==> src/rtl/demux4_stream.sv <==
// Registered 1-to-4 valid/ready stream demultiplexer with an independent FIFO per lane.
// Define DEMUX4_STREAM_SKID_EN for 2-entry lanes, which removes the ZR->IR path.

module demux4_stream_lane #(
  parameter int WIDTH = 8
) (
  input  logic             clk,
  input  logic             rst,
  input  logic             push,
  input  logic [WIDTH-1:0] din,
  input  logic             zr,
  output logic [WIDTH-1:0] z,
  output logic             zv,
  output logic             rdy
);
  logic pop;
  assign pop = zv && zr;

`ifdef DEMUX4_STREAM_SKID_EN
  // Occupancy is {full, zv}: 0, 1 or 2 words. The skid entry holds the second word.
  logic             full;
  logic [WIDTH-1:0] skid;

  assign rdy = !full;

  always_ff @(posedge clk) begin
    if (rst) begin
      z    <= '0;
      zv   <= 1'b0;
      full <= 1'b0;
      skid <= '0;
    end else begin
      case ({push, pop})
        2'b10: begin
          if (!zv) begin
            z  <= din;
            zv <= 1'b1;
          end else begin
            skid <= din;
            full <= 1'b1;
          end
        end
        2'b01: begin
          if (full) begin
            z    <= skid;
            full <= 1'b0;
          end else begin
            zv <= 1'b0;
          end
        end
        2'b11: begin
          if (full) begin
            z    <= skid;
            skid <= din;
          end else begin
            z <= din;
          end
        end
        default: ;
      endcase
    end
  end
`else
  // Pass-through ready lets a full lane accept in the same cycle it drains.
  assign rdy = !zv || zr;

  always_ff @(posedge clk) begin
    if (rst) begin
      z  <= '0;
      zv <= 1'b0;
    end else if (push) begin
      z  <= din;
      zv <= 1'b1;
    end else if (pop) begin
      zv <= 1'b0;
    end
  end
`endif
endmodule

module demux4_stream #(
  parameter int WIDTH = 8
) (
  input  logic             CLK,
  input  logic             RST,
  input  logic [WIDTH-1:0] I,
  input  logic             IV,
  output logic             IR,
  input  logic             S0,
  input  logic             S1,
  output logic [WIDTH-1:0] Z0,
  output logic [WIDTH-1:0] Z1,
  output logic [WIDTH-1:0] Z2,
  output logic [WIDTH-1:0] Z3,
  output logic             ZV0,
  output logic             ZV1,
  output logic             ZV2,
  output logic             ZV3,
  input  logic             ZR0,
  input  logic             ZR1,
  input  logic             ZR2,
  input  logic             ZR3,
  output logic             BUSY
);
  localparam int NUM_LANES = 4;

  logic [1:0]                      sel;
  logic [NUM_LANES-1:0]            zr, zv, rdy, push;
  logic [NUM_LANES-1:0][WIDTH-1:0] z;

  assign sel = {S1, S0};
  assign zr  = {ZR3, ZR2, ZR1, ZR0};
  assign IR  = rdy[sel];

  for (genvar n = 0; n < NUM_LANES; n++) begin : g_lane
    assign push[n] = IV && IR && (sel == n[1:0]);

    demux4_stream_lane #(.WIDTH(WIDTH)) u_lane (
      .clk  (CLK),
      .rst  (RST),
      .push (push[n]),
      .din  (I),
      .zr   (zr[n]),
      .z    (z[n]),
      .zv   (zv[n]),
      .rdy  (rdy[n])
    );
  end

  assign {Z3, Z2, Z1, Z0}     = z;
  assign {ZV3, ZV2, ZV1, ZV0} = zv;

  // Registered from lane state, so BUSY trails occupancy changes by one cycle.
  always_ff @(posedge CLK) begin
    if (RST) BUSY <= 1'b0;
    else     BUSY <= |zv;
  end
endmodule

==> config.mk <==
export PLATFORM = sky130hd
export DESIGN_NAME = demux4_stream
export DESIGN_NICKNAME = d
export VERILOG_FILES = /design/src/rtl/demux4_stream.sv
export SDC_FILE = /design/constraint.sdc
export NUM_CORES = 1
export LEC_CHECK = 0
export ABC_AREA = 1
export BUFFER_PORTS_ARGS = -buffer_cell sky130_fd_sc_hd__buf_2
export CORE_AREA = 4 4 70 72
export CTS_CLUSTER_DIAMETER = 60
export CTS_CLUSTER_SIZE = 40
export DETAILED_ROUTE_END_ITERATION = 7
export DIE_AREA = 0 0 74 76
export PLACE_DENSITY = 0.68
export SYNTH_ARGS = -nofsm -noshare
export SYNTH_HDL_FRONTEND = slang
export SYNTH_SLANG_ARGS = --single-unit
==> constraint.sdc <==
create_clock -name CLK -period 1.5 [get_ports CLK]
set_input_delay 0.225 -clock CLK [delete_from_list [all_inputs] [get_ports CLK]]
set_output_delay 0.225 -clock CLK [all_outputs]
set_load 0.02 [all_outputs]
### Yosys cells after proc, flatten, opt, wreduce, memory -nomap -nowiden

Index checks and enable logic that the tools add are counted.

* register bits after elaboration: 37
* bits of input ports: 17
* word-level logic and storage cells: 46

* $lt $le $gt $ge: 1
* eq/ne operators: 3
* multiplexer cells: 10
* reduce and logical (&&, ||, !) cells: 23

Operators by type and width (number)
* logical AND 1 bit: 9
* 2-to-1 mux 1 bit: 9
* nonzero test 2 bit: 4
* equality test 2 bit, second input constant: 2
* logical NOT 1 bit: 4
* logical OR 1 bit: 4
* OR reduction 4 bit: 1
* less-than comparator 2 x 3 -> 1 bit, second input constant: 1
* binary-select mux 1 bit (select 2 bit): 1
* equality test 2 x 1 -> 1 bit, second input constant: 1
* logical NOT 2 bit: 1

### Logic depth before layout (Yosys ltp)

Gate-level depths: netlist (run 1).

* depth after elaboration: 7
* mapped depth: 10
* mapped depth without buffers: 9

### By module

Synthesis (run 1) repeated with hierarchy kept, for this count alone.

* cells, all modules: 175
* area total of the unflattened synthesis: 1341.3 sq um

Modules (own cells, without submodules)
* demux4_stream_lane: instances 4, cells an instance 38, area an instance 304.0 sq um, seq. area each 180.2 sq um
* demux4_stream: instances 1, cells an instance 23, area an instance 125.1 sq um, seq. area each 20.0 sq um

### Worst setup path before layout (run 1)

Ideal clock, no wire load.

* path type: flip-flop to flip-flop
* start: reg g_lane[0].u_lane.zv
* end: reg g_lane[0].u_lane.z[7]
* library setup time: 0.113 ns
* arrival time: 1.188 ns
* data required time: 1.387 ns
* slack: 0.200 ns
* stages on the path, launching flop included: 11
* clock period less this slack: 1.300 ns
* cells stage by stage: dfxtp_1 -> inv_1 -> nor2_1 -> nand2_1 -> nand2_1 -> inv_2 -> nand4_2 -> buf_6 -> nand2_1 -> nand2_1 -> nor2_1

* cells in the longest elaborated chain, start to end: 6

RTL lines
* start: declaration: line 13 `output logic zv,`
* start signal: assignment: line 70 `zv <= 1'b0;`
* start signal: assignment: line 73 `zv <= 1'b1;`
* start signal: assignment: line 75 `zv <= 1'b0;`
* logical NOT 1 bit: line 65 `assign rdy = !zv || zr;`
* logical OR 1 bit: line 65
* binary-select mux 1 bit (select 2 bit): line 113 `assign IR = rdy[sel];`
* 2-to-1 mux 1 bit (not written as such): line 113
* logical AND 1 bit (2 in series): line 116 `assign push[n] = IV && IR && (sel == n[1:0]);`
* end signal: assignment: line 72 `z <= din;`
* end: declaration: line 12 `output logic [WIDTH-1:0] z,`

No other way between the ends. The select of a mux whose other input is x is not followed.
A chain may end at the register's enable or synchronous reset.

### Worst setup path in the final report (run 1)

* start: reg g_lane[0].u_lane.zv
* end: out IR

* cells in the longest elaborated chain, start to end: 4

RTL lines
* logical NOT 1 bit: line 65
* logical OR 1 bit: line 65
* binary-select mux 1 bit (select 2 bit): line 113
* 2-to-1 mux 1 bit (not written as such): line 113
* end: declaration: line 88 `output logic IR,`

No other way between the ends. The select of a mux whose other input is x is not followed.

==> flow_summary.toml, run 1 <==
[clock_tree]
numClockSinks = 37
root_buffer = "clkbuf_8"
clk_pin_slew_ns = 0.07
clock_path_buffers = 2
numCtsBuffers = 5
cts_tree = "yes"
holdBufCountCts = 0
htree_num_levels = 2
insertion_delay_ns = 0.28

[worst_setup_path]
critical_path_required_ns = 1.27
r2r_setup_slack_ns = 0.18
worstSetupEndpointType = "output pin"
max_stage_delay_ns = 0.33
worstPathCellList = "inv_1 > nor2_2 > nand2_1 > nand2_2 > nor2_8 > buf_2"
crit_slowest_cell = "dfxtp_1"
crit_path_start_kind = "register"
worstPathArrival_ns = 1.18
r2r-start = "g_lane[1].u_lane.zv"
worst-setup-path-type = "register to output pin"
crit_fanout = 3
reg2reg_to = "g_lane[3].u_lane.z[5]"
worst_r2r_path_depth = 10

[drt]
drtIter0Drc = 68
wl_met1_mm = 1.848
drc = 0
highest_layer = "met4"
routed-via-count = 1617
route.met3.wl_microns = 211
vias_per_cell = 4.244
ant_nets = 0
avgRoutedWirePerCell_microns = 10.27
dr.pass1.iters = 4
met2_length_mm = 1.787
wirelength_mm = 3.914

[placement]
gp_congestion = 0.7572
dp_cells = 372
dpl_cell_area_sq_um = 2108
dp_hpwl_mm = 2.972
port_buffers = 54

[min_path]
hold_path_class = "input port to register"
hp-start = "RST"
hold_depth = 2
hold_end = "g_lane[1].u_lane.zv"

[global_route]
grt_max_degree = 19
antenna_found_initial = 0
track_usage_pct = 15.09
grt_remaining_overflow = 0
grt_pass1_wl_mm = 6.782
grt_pass1_vias = 1626

[run_status]
run_status = "completed"

[finish]
stdcell_count = 381
mostFrequentLayoutCells = "nand2_1, inv_1, buf_2"
fill_cells = 453
postLayoutCellArea_sq_um = 2232
drive_above_1_share_pct = 26.75
area_growth_pct = 23.80
fin_util_pct = 51.98
final_common_cell = "nand2_1"
nets = 345
diodes = 0

[floorplan]
initial_core_util_pct = 41.99
fp.dieArea_sq_um = 5624
coreArea_sq_um = 4294
io_pins = 55
dieHeight_microns = 76
rows = 24
die_w_microns = 74

[power_and_ir_drop]
power.leakage_uw = 0.001291
max-vdd-ir-drop_v = 0.0003787
p_per_area_nw_per_um2 = 979.8

[yosys]
synthTopCellsByArea = "dfxtp_1, nand2_1, inv_1"
ys_ff_latch = 37
syn_area_per_cell_sq_um = 6.678
seq_area_frac_synth_pct = 41.08
syn_nets = 287
yosysWarningCount = 0
synth_cell_types = 18
synthCells = 270
synth_area_sq_um = 1803
synth_top_cell_by_area = "dfxtp_1"
synth_top_area_share_pct = 41.08

[sta]
fin_crit_ns = 1.407
report.final.slew_viol_count = 0
period_share_pct = 93.81
max_freq_mhz = 710.6
rsz0062_at_grt = "false"
finalClockSkew_ns = 0.002271
setup_tns_ns = 0
finalHoldViolations = 0
slew_headroom_pct = 85.45
holdWs_ns = 0.1816
worstMarginPinSlew_ns = 0.2182
setup_viol = 0

[flow_run]
maxCapViolations = 0
## layout make-up
class	count	area, sq um	area share, %
sequential	37	742.0	33.24
multi-input combinational	155	740.7	33.18
timing repair buffer	60	319.1	14.29
inverter	69	264.0	11.83
clock buffer	7	96.34	4.316
tap	52	65.06	2.915
clock inverter	1	5.005	0.2242
## routing by layer
layer  vias up  global-route usage (%)
li1        900                       -
met1       672                   18.58
met2        40                   25.18
met3         5                   3.826
met4         0                   4.891
met5         -                       0
## metrics by stage
step	power, uW	setup slack [ns]
after detailed placement	1454	0.05445
final	2187	0.09281
after CTS	2217	0.009026
after global placement	1447	0.09656
after global routing	2311	0.01239
after floorplan	1337	0.1996
## worst max-delay path, delay by kind of cell (launching register included)
family	cells	cell delay [ns]
simple gates	4	0.36
flops	1	0.33
buf+inv	2	0.21
## registers in the layout, indices dropped and copies added, names as in the netlist
signal,cells
g_lane.u_lane.zv,4
BUSY,1
g_lane.u_lane.z,32
## report_power, final
group	switching, uW	internal, uW	total (uW)
sequential	24.3	1040	1060
combinational	245	128	372
clock	340	415	755
## cells by family after synthesis
kind of cell / after synthesis / share of synthesized area, %
AOI/OAI and AO/OA: 5 / 1.596
and+or+nand+nor: 150 / 38.93
buffers and inverters: 78 / 18.39
DFF: 37 / 41.08
## what timing repair did
action	CTS	global route
buffers inserted	1	0
endpoints found under the setup margin	1	10
gates resized for setup	0	6
pin swaps	1	0
## worst max-delay path by stage
stage / start / to / slack (ns) / cells after the start
finish: g_lane[0].u_lane.zv / IR / 0.09 / 6
global placement: S0 / IR / 0.1 / 7
global route: g_lane[0].u_lane.zv / IR / 0.01 / 6
detailed placement: S0 / g_lane[3].u_lane.z[5] / 0.05 / 9
CTS: g_lane[0].u_lane.zv / IR / 0.009 / 6
floorplan: g_lane[0].u_lane.zv / g_lane[0].u_lane.z[7] / 0.20 / 10
## Yosys cell counts
library cell and n:
nor2_1 54, inv_4 2, nand2_4 1, inv_2 2, nand2_1 68, nand4_1 16
nor2_8 2, clkbuf_1 2, a41oi_1 1, a21oi_1 4, buf_6 4, nand3b_1 1
nand2_2 4, inv_1 65, nand4_2 2, dfxtp_1 37, nand3_4 2, buf_2 3
Note: power is estimated with default switching activity, not from simulation.
==> run 2: changes to the inputs <==
==> constraint.sdc (replaced) <==
create_clock -name CLK -period 1.5 [get_ports CLK]
set_input_delay 0 -clock CLK [delete_from_list [all_inputs] [get_ports CLK]]
set_output_delay 0 -clock CLK [all_outputs]
set_load 0.02 [all_outputs]
==> run 2 against run 1 <==
Via count rose by 7.1%. Die area did not move. Critical endpoint is now g_lane[1].u_lane.z[5]. Sequential cell count did not move.
==> flow_summary.toml, run 2 (synthesized netlist as in run 1, its figures left out) <==
[run_status]
run_status = "completed"

[finish]
largest_register = "g_lane.u_lane.z"
fill_cells = 440
mostFrequentLayoutCells = "nand2_1, inv_1, nor2_1, buf_2, dfxtp_1"
reg.largest.list = "g_lane.u_lane.z: 32 flops, g_lane.u_lane.zv: 4 flops, BUSY: 1 flops"
largest_reg_flops = 32
final_common_cell = "nand2_1"
diodes = 0
nets = 358
area_growth_pct = 30.19
drive_above_1_share_pct = 24.27

[drt]
route.met3.wl_microns = 223
ant_nets = 0
met2_length_mm = 2.026
wl_met1_mm = 1.826
drc = 0
highest_layer = "met4"
routed-via-count = 1731
drtIter0Drc = 83
vias_per_cell = 4.393
avgRoutedWirePerCell_microns = 10.48
dr.pass1.iters = 5
wirelength_mm = 4.131

[sta]
period_share_pct = 87.99
slew_headroom_pct = 71.51
worstMarginPinSlew_ns = 0.4264
fin_crit_ns = 1.320
holdWs_ns = 0.2407
setup_tns_ns = 0
max_freq_mhz = 757.7
report.final.slew_viol_count = 0
setup_viol = 0
rsz0062_at_grt = "true"
finalHoldViolations = 0
finalClockSkew_ns = 0.006981

[worst_setup_path]
critPathBufInv = 2
critPathMostFrequentCell = "nand2_1"
r2r_setup_slack_ns = 0.18
crit_slowest_cell = "nand4_2"
crit_fanout = 17
critical_path_required_ns = 1.73
worst_r2r_path_depth = 9
reg2reg_to = "g_lane[1].u_lane.z[5]"
crit_family = "simple AND/OR/NAND/NOR gates"
r2r-start = "g_lane[0].u_lane.zv"
max_stage_delay_ns = 0.33
worst-setup-path-type = "register to register"
crit_path_start_kind = "register"
worstPathCellList = "inv_1 > nor2_1 > nand2_1 > nand2_1 > inv_2 > nand4_2 > nand2_1 > nand2_1 > nor2_1"
worstPathArrival_ns = 1.55
worstSetupEndpointType = "register"

[floorplan]
coreArea_sq_um = 4294
initial_core_util_pct = 41.99
fp.dieArea_sq_um = 5624
dieHeight_microns = 76
rows = 24
die_w_microns = 74
io_pins = 55

[clock_tree]
clock_path_buffers = 2
insertion_delay_ns = 0.29
ctsResizeCount = 0
root_buffer = "clkbuf_8"
htree_num_levels = 2
numCtsBuffers = 5
cts_tree = "yes"
clk_pin_slew_ns = 0.07
numClockSinks = 37

[power_and_ir_drop]
max-vdd-ir-drop_v = 0.0005325
seqPwrFrac_pct = 47.9
power.leakage_uw = 0.001344
p_per_area_nw_per_um2 = 942.8
p_switching_uw = 614.8
pwr-share-comb_pct = 17.9
pwr-share-clk_pct = 34.1
p_int_uw = 1598
power.share.switching_pct = 27.78

[global_route]
antenna_found_initial = 0
grt_remaining_overflow = 0
grt_pass1_wl_mm = 7.017
grt_pass1_vias = 1596
grt_max_degree = 20
track_usage_pct = 15.76

[placement]
dp_hpwl_mm = 2.995
gp_congestion = 0.7916
port_buffers = 54

[min_path]
hold_depth = 6
hold_path_class = "input port to register"
hp-start = "S1"
hold_end = "g_lane[3].u_lane.z[5]"

[flow_run]
maxCapViolations = 0
run 2: repair_timing:
| action | in CTS | in global routing |
|---|---|---|
| hold buffers | 13 | 0 |
| setup buffers | 0 | 3 |
| endpoints found under the hold margin | 19 | 0 |
| endpoints found under the setup margin | 0 | 16 |
run 2: through the flow:
stage	util (%)	total power, uW	cell area (sq um)	instances	setup slack, ns
floorplan	-	1337	1803	270	0.1996
global placement	48.75	1444	2093	370	0.2166
detailed placement	48.75	1450	2093	370	0.1674
CTS	54.14	2236	2325	391	0.1139
global route	54.66	2335	2347	394	-0.04129
finish	54.66	2213	2347	394	0.1802
run 2: power by group through the flow:
| stage | Combinational, uW | Sequential [uW] | Clock, uW |
|---|---|---|---|
| finish | 397 | 1060 | 756 |
| global route | 451 | 1070 | 818 |
| CTS | 396 | 1060 | 780 |
| detailed placement | 368 | 1080 | 0 |
| global placement | 363 | 1080 | 0 |
| floorplan | 189 | 1150 | 0 |
run 2: how the worst max path moves through the flow:
stage | start | end | slack [ns] | depth (start not counted)
after floorplan | g_lane[0].u_lane.zv | g_lane[0].u_lane.z[7] | 0.20 | 10
after global placement | g_lane[0].u_lane.zv | g_lane[2].u_lane.z[1] | 0.22 | 9
after detailed placement | g_lane[0].u_lane.zv | g_lane[2].u_lane.z[3] | 0.17 | 9
after CTS | g_lane[0].u_lane.zv | IR | 0.11 | 6
after global routing | g_lane[0].u_lane.zv | g_lane[0].u_lane.z[2] | -0.04 | 9
final | g_lane[0].u_lane.zv | g_lane[1].u_lane.z[5] | 0.18 | 9
run 2: layer usage:
layer  up-vias  GRT usage [%]
met2        47          25.35
met5         -              0
li1        928              -
met3         6          4.090
met1       750          20.07
met4         0          5.435
run 2: worst reg2reg max path: stages, from the launching register on:
cell and delay, ns:
dfxtp_1 0.31, inv_1 0.06, nor2_1 0.06, nand2_1 0.05
nand2_1 0.05, inv_2 0.06, nand4_2 0.33, nand2_1 0.16
nand2_1 0.06, nor2_1 0.10
run 2: cell type report:
class	instances	area, sq um	share of cell area (%)
inverters	69	264.0	11.25
multi-input cells	155	730.7	31.13
well taps	52	65.06	2.772
flip-flops and latches	37	740.7	31.56
repair buffers	73	445.4	18.98
clock buffers	7	96.34	4.104
clock inverters	1	5.005	0.2132
==> run 3: changes to the inputs <==
--- a/config.mk
+++ b/config.mk
@@ -7,12 +7,12 @@
 export LEC_CHECK = 0
 export ABC_AREA = 1
 export BUFFER_PORTS_ARGS = -buffer_cell sky130_fd_sc_hd__buf_2
-export CORE_AREA = 4 4 70 72
+export CORE_AREA = 4 4 66 68
 export CTS_CLUSTER_DIAMETER = 60
 export CTS_CLUSTER_SIZE = 40
 export DETAILED_ROUTE_END_ITERATION = 7
-export DIE_AREA = 0 0 74 76
-export PLACE_DENSITY = 0.68
+export DIE_AREA = 0 0 70 72
+export PLACE_DENSITY = 0.71
 export SYNTH_ARGS = -nofsm -noshare
 export SYNTH_HDL_FRONTEND = slang
 export SYNTH_SLANG_ARGS = --single-unit
==> constraint.sdc (replaced) <==
create_clock -name CLK -period 1.4 [get_ports CLK]
set_input_delay 0 -clock CLK [delete_from_list [all_inputs] [get_ports CLK]]
set_output_delay 0 -clock CLK [all_outputs]
set_load 0.02 [all_outputs]
==> run 3 against run 2 <==
The flow now finishes with violations (hold timing). Wire length decreased by 1.8%. Via count decreased by 1.7%. Final area about the same. Critical path depth decreased by 3. Sequential power increased by 7%. Highest routed layer unchanged. Combinational power increased by 8.3%. Total power increased by 3.7%. Setup slack got worse by 0.094 ns. Clock-buffer cell count decreased by 2. Register-to-register slack got worse by 0.08 ns. Sequential share of layout area about the same.
==> flow_summary.toml, run 3 (synthesized netlist as in run 1, its figures left out) <==
[run_status]
run_status = "finished with violations"
violations = "hold timing"

[global_route]
grt_remaining_overflow = 0
top_usage_layer = "met2"
grt_use_met2_pct = 28.33
grt_pass1_vias = 1530
grt_use_met3_pct = 6.233
track_usage_pct = 16.76
grt_pass1_wl_mm = 6.755
grt_max_degree = 27
use_met1_pct = 19.17
antenna_found_initial = 0

[worst_setup_path]
critical_path_required_ns = 1.40
r2r_setup_slack_ns = 0.10
worstPathCellList = "inv_1 > nor2_1 > nand2_1 > nand2_2 > nor2_8 > buf_2"
worstPathArrival_ns = 1.31
crit_slowest_cell = "dfxtp_1"
reg2reg_to = "g_lane[2].u_lane.z[4]"
critPathBufInv = 2
crit_family = "simple AND/OR/NAND/NOR gates"
worst-setup-path-type = "register to output pin"
startpoint = "g_lane[1].u_lane.zv"
crit_fanout = 8
worst_r2r_path_depth = 9
worstSetupEndpointType = "output pin"
max_stage_delay_ns = 0.36
crit_path_start_kind = "register"
r2r-start = "g_lane[1].u_lane.zv"

[power_and_ir_drop]
p_per_area_nw_per_um2 = 976.8
seqPwrFrac_pct = 49.5
pwr-share-clk_pct = 31.8
p_switching_uw = 682.7
pwr-share-comb_pct = 18.7
total_power_uw = 2294
max-vdd-ir-drop_v = 0.0005005
power.leakage_uw = 0.001318
power.share.switching_pct = 29.76
p_int_uw = 1611

[drt]
drtIter0Drc = 61
wirelength_mm = 4.055
dr.pass1.iters = 4
vias_per_cell = 4.362
routed-via-count = 1701
avgRoutedWirePerCell_microns = 10.40
drc = 0
ant_nets = 0

[sta]
rsz0062_at_grt = "false"
report.final.slew_viol_count = 0
fin_crit_ns = 1.314
period_share_pct = 93.84
setup_viol = 0
worstMarginPinSlew_ns = 0.2568
slew_headroom_pct = 82.88
max_freq_mhz = 761.2
finalClockSkew_ns = 0.003844
setup_tns_ns = 0
finalHoldViolations = 2
holdWs_ns = -0.002936

[clock_tree]
numCtsBuffers = 5
htree_num_levels = 2
clock_path_buffers = 2
clk_pin_slew_ns = 0.08
numClockSinks = 37
insertion_delay_ns = 0.29
cts_tree = "yes"
root_buffer = "clkbuf_8"

[finish]
largest_register = "g_lane.u_lane.z"
mostFrequentLayoutCells = "nand2_1, inv_1, buf_2"
drive_above_1_share_pct = 25.00
diodes = 0
nets = 356
final_common_cell = "nand2_1"
area_growth_pct = 30.26
reg.largest.list = "g_lane.u_lane.z: 32 flops, g_lane.u_lane.zv: 4 flops, BUSY: 1 flops"
largest_reg_flops = 32

[floorplan]
rows = 23
dieHeight_microns = 72
io_pins = 55
coreArea_sq_um = 3856
fp.dieArea_sq_um = 5040
die_w_microns = 70
initial_core_util_pct = 46.76

[min_path]
hold_depth = 4
hold_path_class = "input port to register"
hp-start = "ZR2"
hold_end = "g_lane[2].u_lane.zv"

[placement]
dp_hpwl_mm = 2.947
gp_congestion = 0.8317
port_buffers = 54

[flow_run]
maxCapViolations = 0
==> run 3: area by class of cell <==
type / count / area (sq um)
inverter: 69 / 264.0
tap: 50 / 62.56
fill: 388 / 1508
clock buffer: 5 / 68.82
timing repair buffer: 70 / 430.4
multi-input combinational: 156 / 764.5
clock inverter: 3 / 17.52
sequential: 37 / 740.7
==> run 3: layer usage <==
layer	vias to the layer above	part of all wire (%)
met3	6	6.9
met1	733	44
met2	39	47
li1	923	-
met4	0	2.1
met5	-	0
==> run 3: worst max-delay path by stage <==
| stage | to | slack [ns] | cells after the start |
|---|---|---|---|
| floorplan | g_lane[0].u_lane.z[7] | 0.1 | 10 |
| global placement | g_lane[3].u_lane.z[0] | 0.12 | 9 |
| detailed placement | g_lane[0].u_lane.z[5] | 0.07 | 8 |
| CTS | IR | 0.02 | 6 |
| global route | IR | 0.01 | 6 |
| finish | IR | 0.09 | 6 |
==> run 3: repair_timing <==
| item | 4_1_cts | 5_1_grt |
|---|---|---|
| endpoints found under the setup margin | 0 | 31 |
| resized for setup | 0 | 4 |
| setup buffers | 0 | 3 |
| endpoints found under the hold margin | 17 | 0 |
| hold buffers | 11 | 0 |
==> run 3: worst register-to-register path: cells and delay by family, from the launching register on <==
family        cells  cell delay (ns)
buf+inv           2             0.22
flops             1             0.36
simple gates      7             0.68
==> run 3: per-stage QoR <==
| step | cells | setup slack, ns | hold WS, ns | area [sq um] | utilization [%] |
|---|---|---|---|---|---|
| final | 390 | 0.08621 | -0.002936 | 2349 | 60.90 |
| after global routing | 390 | 0.01454 | 0.004853 | 2349 | 60.90 |
| after CTS | 386 | 0.01506 | 0.01117 | 2292 | 59.44 |
| after detailed placement | 367 | 0.06502 | 0.2745 | 2096 | 54.35 |
| after global placement | 367 | 0.1238 | 0.2657 | 2096 | 54.35 |
| after floorplan | 270 | 0.09961 | 0.06907 | 1803 | - |
==> run 3: power groups by stage <==
stage,combinational [uW],clock (uW),sequential [uW]
after floorplan,202,0,1230
after global placement,392,0,1160
after detailed placement,396,0,1160
after CTS,421,750,1140
after global routing,481,796,1140
final,430,729,1130
